[src/rtl/guess_game_ctrl.sv]
// rtl/guess_game_ctrl.sv - number-guessing round controller with registered hints
// Optional `GUESS_GAME_LFSR_EN: secret is taken from an internal 8-bit LFSR instead of the secret port.

module comparator8 #(
  parameter int n = 8
) (
  input  logic [n-1:0] main_number,
  input  logic [n-1:0] given_number,
  output logic         gt,
  output logic         lt,
  output logic         eq
);
  assign gt = main_number > given_number;
  assign lt = main_number < given_number;
  assign eq = main_number == given_number;
endmodule

module guess_game_ctrl #(
  parameter int N         = 8,
  parameter int MAX_TRIES = 7
) (
  input  logic         clk,
  input  logic         rst,
  input  logic         load,
  input  logic [N-1:0] secret,
  input  logic         guess_valid,
  input  logic [N-1:0] guess,
  output logic         guess_ready,
  output logic         hint_valid,
  output logic         hint_up,
  output logic         hint_down,
  output logic         hint_eq,
  output logic [3:0]   tries,
  output logic         win,
  output logic         lose
);
  typedef enum logic [2:0] {IDLE, ARMED, CMP, WIN, LOSE} state_t;

  localparam logic [3:0] MAX_T = 4'(MAX_TRIES);

  state_t       state_q, state_d;
  logic [N-1:0] secret_q, secret_d;
  logic [N-1:0] guess_q, guess_d;
  logic [3:0]   tries_q, tries_d;
  logic         guess_ready_q, guess_ready_d;
  logic         hint_valid_q, hint_valid_d;
  logic         hint_up_q, hint_up_d;
  logic         hint_down_q, hint_down_d;
  logic         hint_eq_q, hint_eq_d;
  logic         win_q, win_d;
  logic         lose_q, lose_d;
  logic         cmp_gt, cmp_lt, cmp_eq;
  logic         accept;
  logic [N-1:0] load_value;

`ifdef GUESS_GAME_LFSR_EN
  logic [7:0] lfsr_q, lfsr_d;

  always_comb begin
    lfsr_d = {lfsr_q[6:0], lfsr_q[7] ^ lfsr_q[5] ^ lfsr_q[4] ^ lfsr_q[3]};
  end

  always_ff @(posedge clk) begin
    if (rst) lfsr_q <= 8'h5A;
    else     lfsr_q <= lfsr_d;
  end

  assign load_value = N'(lfsr_q);
`else
  assign load_value = secret;
`endif

  comparator8 #(.n(N)) u_cmp (
    .main_number  (secret_q),
    .given_number (guess_q),
    .gt           (cmp_gt),
    .lt           (cmp_lt),
    .eq           (cmp_eq)
  );

  assign accept = (state_q == ARMED) && guess_ready_q && guess_valid && !load;

  always_comb begin
    state_d      = state_q;
    secret_d     = secret_q;
    guess_d      = guess_q;
    tries_d      = tries_q;
    hint_valid_d = 1'b0;
    hint_up_d    = hint_up_q;
    hint_down_d  = hint_down_q;
    hint_eq_d    = hint_eq_q;
    win_d        = win_q;
    lose_d       = lose_q;
    if (load) begin
      secret_d = load_value;
      tries_d  = 4'd0;
      win_d    = 1'b0;
      lose_d   = 1'b0;
      state_d  = ARMED;
    end else begin
      case (state_q)
        ARMED: begin
          if (accept) begin
            guess_d = guess;
            tries_d = tries_q + 4'd1;
            state_d = CMP;
          end
        end
        CMP: begin
          hint_valid_d = 1'b1;
          hint_up_d    = cmp_gt;
          hint_down_d  = cmp_lt;
          hint_eq_d    = cmp_eq;
          if (cmp_eq) begin
            win_d   = 1'b1;
            state_d = WIN;
          end else if (tries_q == MAX_T) begin
            lose_d  = 1'b1;
            state_d = LOSE;
          end else begin
            state_d = ARMED;
          end
        end
        default: state_d = state_q;
      endcase
    end
    // The cycle that returns from CMP carries the hint, so readiness waits one more cycle.
    guess_ready_d = !load && (state_q == ARMED) && (state_d == ARMED);
  end

  always_ff @(posedge clk) begin
    if (rst) begin
      state_q       <= IDLE;
      secret_q      <= '0;
      guess_q       <= '0;
      tries_q       <= 4'd0;
      guess_ready_q <= 1'b0;
      hint_valid_q  <= 1'b0;
      hint_up_q     <= 1'b0;
      hint_down_q   <= 1'b0;
      hint_eq_q     <= 1'b0;
      win_q         <= 1'b0;
      lose_q        <= 1'b0;
    end else begin
      state_q       <= state_d;
      secret_q      <= secret_d;
      guess_q       <= guess_d;
      tries_q       <= tries_d;
      guess_ready_q <= guess_ready_d;
      hint_valid_q  <= hint_valid_d;
      hint_up_q     <= hint_up_d;
      hint_down_q   <= hint_down_d;
      hint_eq_q     <= hint_eq_d;
      win_q         <= win_d;
      lose_q        <= lose_d;
    end
  end

  assign guess_ready = guess_ready_q;
  assign hint_valid  = hint_valid_q;
  assign hint_up     = hint_up_q;
  assign hint_down   = hint_down_q;
  assign hint_eq     = hint_eq_q;
  assign tries       = tries_q;
  assign win         = win_q;
  assign lose        = lose_q;
endmodule

[config.mk]
export PLATFORM = sky130hd
export DESIGN_NAME = guess_game_ctrl
export DESIGN_NICKNAME = d
export VERILOG_FILES = /design/src/rtl/guess_game_ctrl.sv
export SDC_FILE = /design/constraint.sdc
export NUM_CORES = 1
export LEC_CHECK = 0
export CORE_MARGIN = 10
export CORE_UTILIZATION = 40
export CTS_CLUSTER_DIAMETER = 60
export DETAILED_ROUTE_END_ITERATION = 8
export PLACE_DENSITY = 0.65
export SYNTH_ARGS = -nofsm -noshare
export SYNTH_HDL_FRONTEND = slang
export SYNTH_SLANG_ARGS = --single-unit
export TNS_END_PERCENT = 10
[constraint.sdc]
create_clock -name clk -period 1.82 [get_ports clk]
set_input_delay 0.182 -clock clk [delete_from_list [all_inputs] [get_ports clk]]
set_output_delay 0.182 -clock clk [all_outputs]
set_load 0.03 [all_outputs]
==> metrics.md <==
| Metric | Value |
|---|---|
| Cell Area, Placed | around 0.0017 mm^2 |
| Antenna violations before repair | 0 |
| CTS Buf Count | 5 |
| Share of cells above drive strength 1 | 0.0814 |
| Top cells by area, synth | dfxtp_1 (45%), mux2i_1 (13%), ha_1 (8.3%) |
| RSZ-0062 raised after global routing | no |
| Setup CP Type | flop to flop |
| Synth top area share | 0.445 |
| RR Endpoint | guess_ready |
| Crit. Startpoint | guess_q[3] |
| Worst-case clock buffer depth | 2 |
| Die H | approximately 78 um |
| Synth Warn # | 0 |
| Status | completed |
| Worst vdd ir | slightly above 0.4 mV |
| Pre-CTS setup slack | 0.126 ns |
| Setup Skew | 0.00370 ns |
| TritonCTS clock tree | built |
| Iter 0 DRT Violations | 41 |
| Routed Antenna Nets | 0 |
| Cells after Synth | around 140 |
| Pin count of the biggest net entering global routing | 24 |
| PwrDens | 661 mW/mm^2 |
| Seq/Total Area, Yosys | 0.445 |
| Yosys top cell by area | dfxtp_1 |
| Routed vias | 1,059 |
| CP endpoint | guess_ready |
| Relative slew slack | 0.732 |
| Worst EP required | 2.02 ns |
| Drt drc | 0 |
| Ports | 31 |
| Die X | around 78 um |
| Leakage power | about 0.00064 uW |
| Netlist Area Pre-Place | 0.00135 mm^2 |
| Die area | 0.00609 mm^2 |
| Worst setup SP type | flop |
| Post-synth EDFFs | 0 |
| Syn_area_per_cell | 9.85 um^2 |
| Routed Wire Length | 2.96 mm |
| Max-cap violations | 0 |
| Final number of setup-violating endpoints | 0 |
| Worst-path fanout max | 3 |
| Hold_buf cts | 0 |
| Area growth syn-to-layout | 31.5% |
| GR Overflow Total | 0 |
| CTS sink cnt | 30 |
| Post-cts sizing count | 0 |
| Routed WL per cell | between 10 and 15 um |
| Area of the core | 0.00328 mm^2 |
| DP HPWL | 2.39 mm |
| Depth of the CTS H-tree | 2 |
| Clk_lat worst skew | 0.32 ns |
| DR vias/cell | 4.86 |
| Pre-antenna DRT Iters | 4 |
| Starting Density | 0.411 |
| PortBufs | 30 |
| RePlAce Congestion | 0.785 |
| Clock root cell | clkbuf_4 |
| Global-route wire length before repair | around 5 mm |
| Final core occ | 0.540 |
| Nets | 201 |
| Final TNS setup | 0 ns |
| Final hold vios | 0 |
| # Post-CTS Setup Buffers | 0 |
| Post-route cell area | 0.00177 mm^2 |
| Critical Path End Type | flop |
| Final worst slack | 0.200 ns |
| Count of cell types in the netlist | 31 |
| Clock slew at reported path FFs | 0.08 ns |
| Vias in the first global route | 1,088 |
| R2r worst-path depth | 6 |
| Hold crit path type | flop to flop |
| FFs w/ async S/R, synth | 0 |
| Arr. time, crit path | 1.82 ns |
| Max Slew Vio Count | 0 |
| Row Count | 21 |
| Register-to-register setup slack | between 0.15 and 0.2 ns |
| Fin crit share | 0.890 |
| R2R Path Start | guess_q[3] |
| # diodes | 0 |
| Yosys reg bits | 30 |
| Worst Tran Pin Value | 0.400 ns |
| Gr usage total | 0.100 |
| FMAX | approximately 620 MHz |
| Tmin final | 1.62 ns |
| Top_reg_cell synth | dfxtp_1 |
| Syn_nets | 166 |
==> report_power, final <==
group	switching (uW)	internal, uW
Clock	201	145
Sequential	9.43	669
Combinational	66.3	81.6
==> cell type report <==
cell class                 count  area [um^2]
sequential                    30          601
tap                           46         57.6
clock buffer                   7         45.0
timing repair buffer          34          355
inverter                      10         37.5
fill                         316         1510
multi-input combinational     91          678
==> routing by layer <==
| layer | GRT usage | vias up | share of wire |
|---|---|---|---|
| met5 | 0 | - | 0 |
| met4 | 0.0538 | 0 | 0.015 |
| met3 | 0.0410 | 6 | 0.075 |
| met2 | 0.161 | 28 | 0.47 |
| met1 | 0.111 | 489 | 0.44 |
| li1 | - | 536 | - |
==> per-stage QoR <==
| step | total power (uW) | instances | hold WS [ns] |
|---|---|---|---|
| floorplan | 770 | 137 | 0.254 |
| detailed placement | 844 | 211 | 0.456 |
| finish | 1170 | 218 | 0.471 |
| global placement | 838 | 211 | 0.447 |
| global route | 1230 | 218 | 0.475 |
| CTS | 1190 | 218 | 0.464 |
==> how the worst min path moves through the flow <==
stage,endpoint,startpoint,cells past startpoint
global placement,lose,lose,1
global route,guess_q[4],guess[4],3
detailed placement,lose,lose,1
finish,lose,lose,1
floorplan,hint_valid,rst,1
CTS,secret_q[2],secret[2],3
==> synthesized netlist by cell type, drive strengths merged (2+ instances only) <==
master,n
dfxtp,30
nor2,28
mux2i,18
inv,10
ha,9
a21oi,5
buf,3
clkbuf,3
nand3,3
xnor2,3
nand2,2
nand4,2
nor2b,2
nor3,2
nor4,2
o21a,2
==> worst max-delay path: stages (launching register included) <==
cell and delay [ns]:
dfxtp_1 0.35, inv_1 0.05, ha_1 0.30, nand4_1 0.18, o2111ai_1 0.17, a311oi_1 0.38
nor3_1 0.08
==> kinds of logic (layout without fill, tap and decap cells) <==
family                     after synthesis  in the layout  synth area share
and+or+nand+nor                         45             45             0.183
adders and majority gates                9              9            0.0835
muxes                                   18             18             0.134
DFF                                     30             30             0.445
AOI/OAI and AO/OA                       16             16            0.0835
xor gates and xnor gates                 3              3            0.0195
buffers and inverters                   16             51            0.0520
==> flip-flops by register name, summed over array words and instances (netlist names) <==
signal / flops
win: 1
lose: 1
tries: 4
secret_q: 8
guess_ready: 1
hint_eq: 1
hint_down: 1
hint_valid: 1
state_q: 3
guess_q: 8
hint_up: 1
==> layout by cell type (no fill, tap or decap), drive strengths merged <==
cell	Yosys	final
xnor2	3	3
nor2b	2	2
a31oi	1	1
clkbuf	3	7
a21o	1	1
nand2	2	2
or3b	1	1
o21ai	1	1
o2111ai	1	1
nand2b	1	1
inv	10	10
dfxtp	30	30
a311oi	1	1
a21oi	5	5
o31a	1	1
o211ai	1	1
o221a	1	1
nand3	3	3
clkdlybuf4s50	0	30
nor4	2	2
ha	9	9
o21a	2	2
buf	3	4
nor4b	1	1
o32ai	1	1
nand4	2	2
or2	1	1
nor3	2	2
mux2i	18	18
nor2	28	28
Power figures use the tool's default switching activity.
==> RTL edit: new RTL, same settings <==
Encoding of `state_t`: now one-hot (5 bits for 5 states).
--- a/src/rtl/guess_game_ctrl.sv
+++ b/src/rtl/guess_game_ctrl.sv
@@ -34,7 +34,7 @@
   output logic         win,
   output logic         lose
 );
-  typedef enum logic [2:0] {IDLE, ARMED, CMP, WIN, LOSE} state_t;
+  typedef enum logic [4:0] {IDLE = 5'b00001, ARMED = 5'b00010, CMP = 5'b00100, WIN = 5'b01000, LOSE = 5'b10000} state_t;
 
   localparam logic [3:0] MAX_T = 4'(MAX_TRIES);
 
Behaviour: same outputs for any inputs over 10 cycles, from zero or initial values and one cycle with rst high; not proved beyond that.
==> RTL edit against the original RTL <==
Synthesized area grew 4.2%. Maximum frequency fell by 6.8%. Largest cell class unchanged. Design area grew 2.8%. Wire length up 2.2%. Worst setup slack worse by 0.12 ns. Power increased by 8.7%. Sequential cell count rose by 2.
==> RTL edit: results (changes against the original RTL) <==
Synth
  – Sequential element share of the synthesized area: 0.456 (+0.0107)
  – Main area contributors after synthesis: dfxtp_1 46%, mux2i_1 13%, ha_1 8.0%
  – Most instantiated cells after synthesis: 32 x dfxtp_1, 25 x nor2_1, 18 x mux2i_1
  – Post-Syn Nets: 175 (+5.4%)
  – Count of cell types in the netlist: 33 (+6.5%)

Setup path
  – Worst reg2reg path endpoint: hint_up$_SDFFE_PP0P_
  – Worst reg2reg path depth: 6 (unchanged)
  – Slowest stage delay, CP: 0.35 ns (-0.03 ns)
  – Slowest stage cell, crit path: a221o_1
  – Worst endpoint data arrival time: 1.98 ns (+0.16 ns)
  – Crit path to: hint_up$_SDFFE_PP0P_

Timing
  – Worst slew pin tran: 0.335 ns (-0.0651 ns)
  – Final Skew: 0.00384 ns (+0.000143 ns)

Drt
  – Total Routed Length: 3020 µm (+2.2%)
  – Vias per cell: 4.91 (+1.1%)

Finish
  – Share of cells above drive strength 1: 0.0718 (-0.00957)
  – Filler cells: 334 (+5.7%)
  – Fin nets: 209 (+4.0%)

Min path
  – Path type of the worst min-delay path: input pin to flop

GRT
  – M2 GR Usage: 0.178 (+0.0166)
  – Gr usage total: 0.103 (+0.00281)
  – Number of global-route vias before repair: 1201 (+10%)
  – First-pass GRT wire length: 5200 µm (+6.1%)
  – Grt met3 use: 0.0327 (-0.00834)

Outcome
  – Outcome: finished, final reports clean

Place
  – Pre-CTS setup slack: 0.0631 ns (-0.0628 ns)
  – Post-DP HPWL: 2360 µm (-1.2%)

Power and ir drop
  – Peak VDD IR: 0.394 mV (-4.1%)

CTS
  – Post-cts gate resize count: 0 (unchanged)
  – Clk_lat worst skew: 0.34 ns (+0.02 ns)
RTL edit: cell types whose count changed after synthesis, moves of 2 or more:
cell	unedited run	this run
dfxtp_1	30	32
buf_2	2	0
nand3b_1	0	2
a21oi_1	5	7
and3_1	0	2
nor2_1	28	25
nand2_1	2	4
nor4_1	0	2
inv_1	10	14
RTL edit: logic make-up (layout without fill, tap and decap cells):
group,after synthesis,after routing,synth area share
xor+xnor,2,2,0.0125
flops,32,32,0.456
mux,18,18,0.128
fa+ha+maj,9,9,0.0801
compound gates,18,18,0.0873
simple gates,47,47,0.175
buf+inv,20,55,0.0614
RTL edit: worst min-delay path by stage:
stage | slack [ns] | end | startpoint | cells after the start
after global routing | 0.46 | secret_q[7]$_SDFFE_PP0P_ | secret[7] | 3
final | 0.45 | guess_q[7]$_SDFFE_PP0P_ | guess[7] | 3
after global placement | 0.45 | lose$_SDFFE_PP0N_ | lose$_SDFFE_PP0N_ | 2
after floorplan | 0.33 | guess_q[1]$_SDFFE_PP0P_ | guess[1] | 2
after CTS | 0.45 | guess_q[5]$_SDFFE_PP0P_ | guess[5] | 3
after detailed placement | 0.46 | lose$_SDFFE_PP0N_ | lose$_SDFFE_PP0N_ | 2
RTL edit: metal layers:
layer  vias up  wire length, µm
met5         -                0
met4         0               88
met3         9              157
li1        565                -
met2        25             1480
met1       516             1290
RTL edit: power by group:
group          switching, mW  internal, mW  leakage (nW)
clock network          0.229         0.190        0.0326
logic                 0.0575        0.0752         0.415
registers            0.00918         0.714         0.261
RTL edit: cell type report:
class                   count  area, µm²  share of cell area
repair buffers             33        335               0.184
multi-input cells          94        678               0.372
flip-flops and latches     32        642               0.352
inverters                  14       52.6              0.0288
well taps                  46       57.6              0.0316
clock buffers               8       58.8              0.0322
RTL edit: metrics by stage:
stage          hold slack (ns)  cells  power (mW)  cell area (µm²)
2_1_floorplan            0.329    146       0.810             1410
3_3_place_gp             0.445    219       0.869             1760
3_5_place_dp             0.455    219       0.874             1760
4_1_cts                  0.445    227        1.29             1820
5_1_grt                  0.456    227        1.34             1820
6_report                 0.448    227        1.27             1820
RTL edit: critical path: cells and delay by family (launching register included):
kind	cells	cell delay (ns)
buffers and inverters	1	0.04
AOI/OAI and AO/OA	3	0.78
adders and majority gates	1	0.27
DFF	1	0.34
and+or+nand+nor	1	0.21
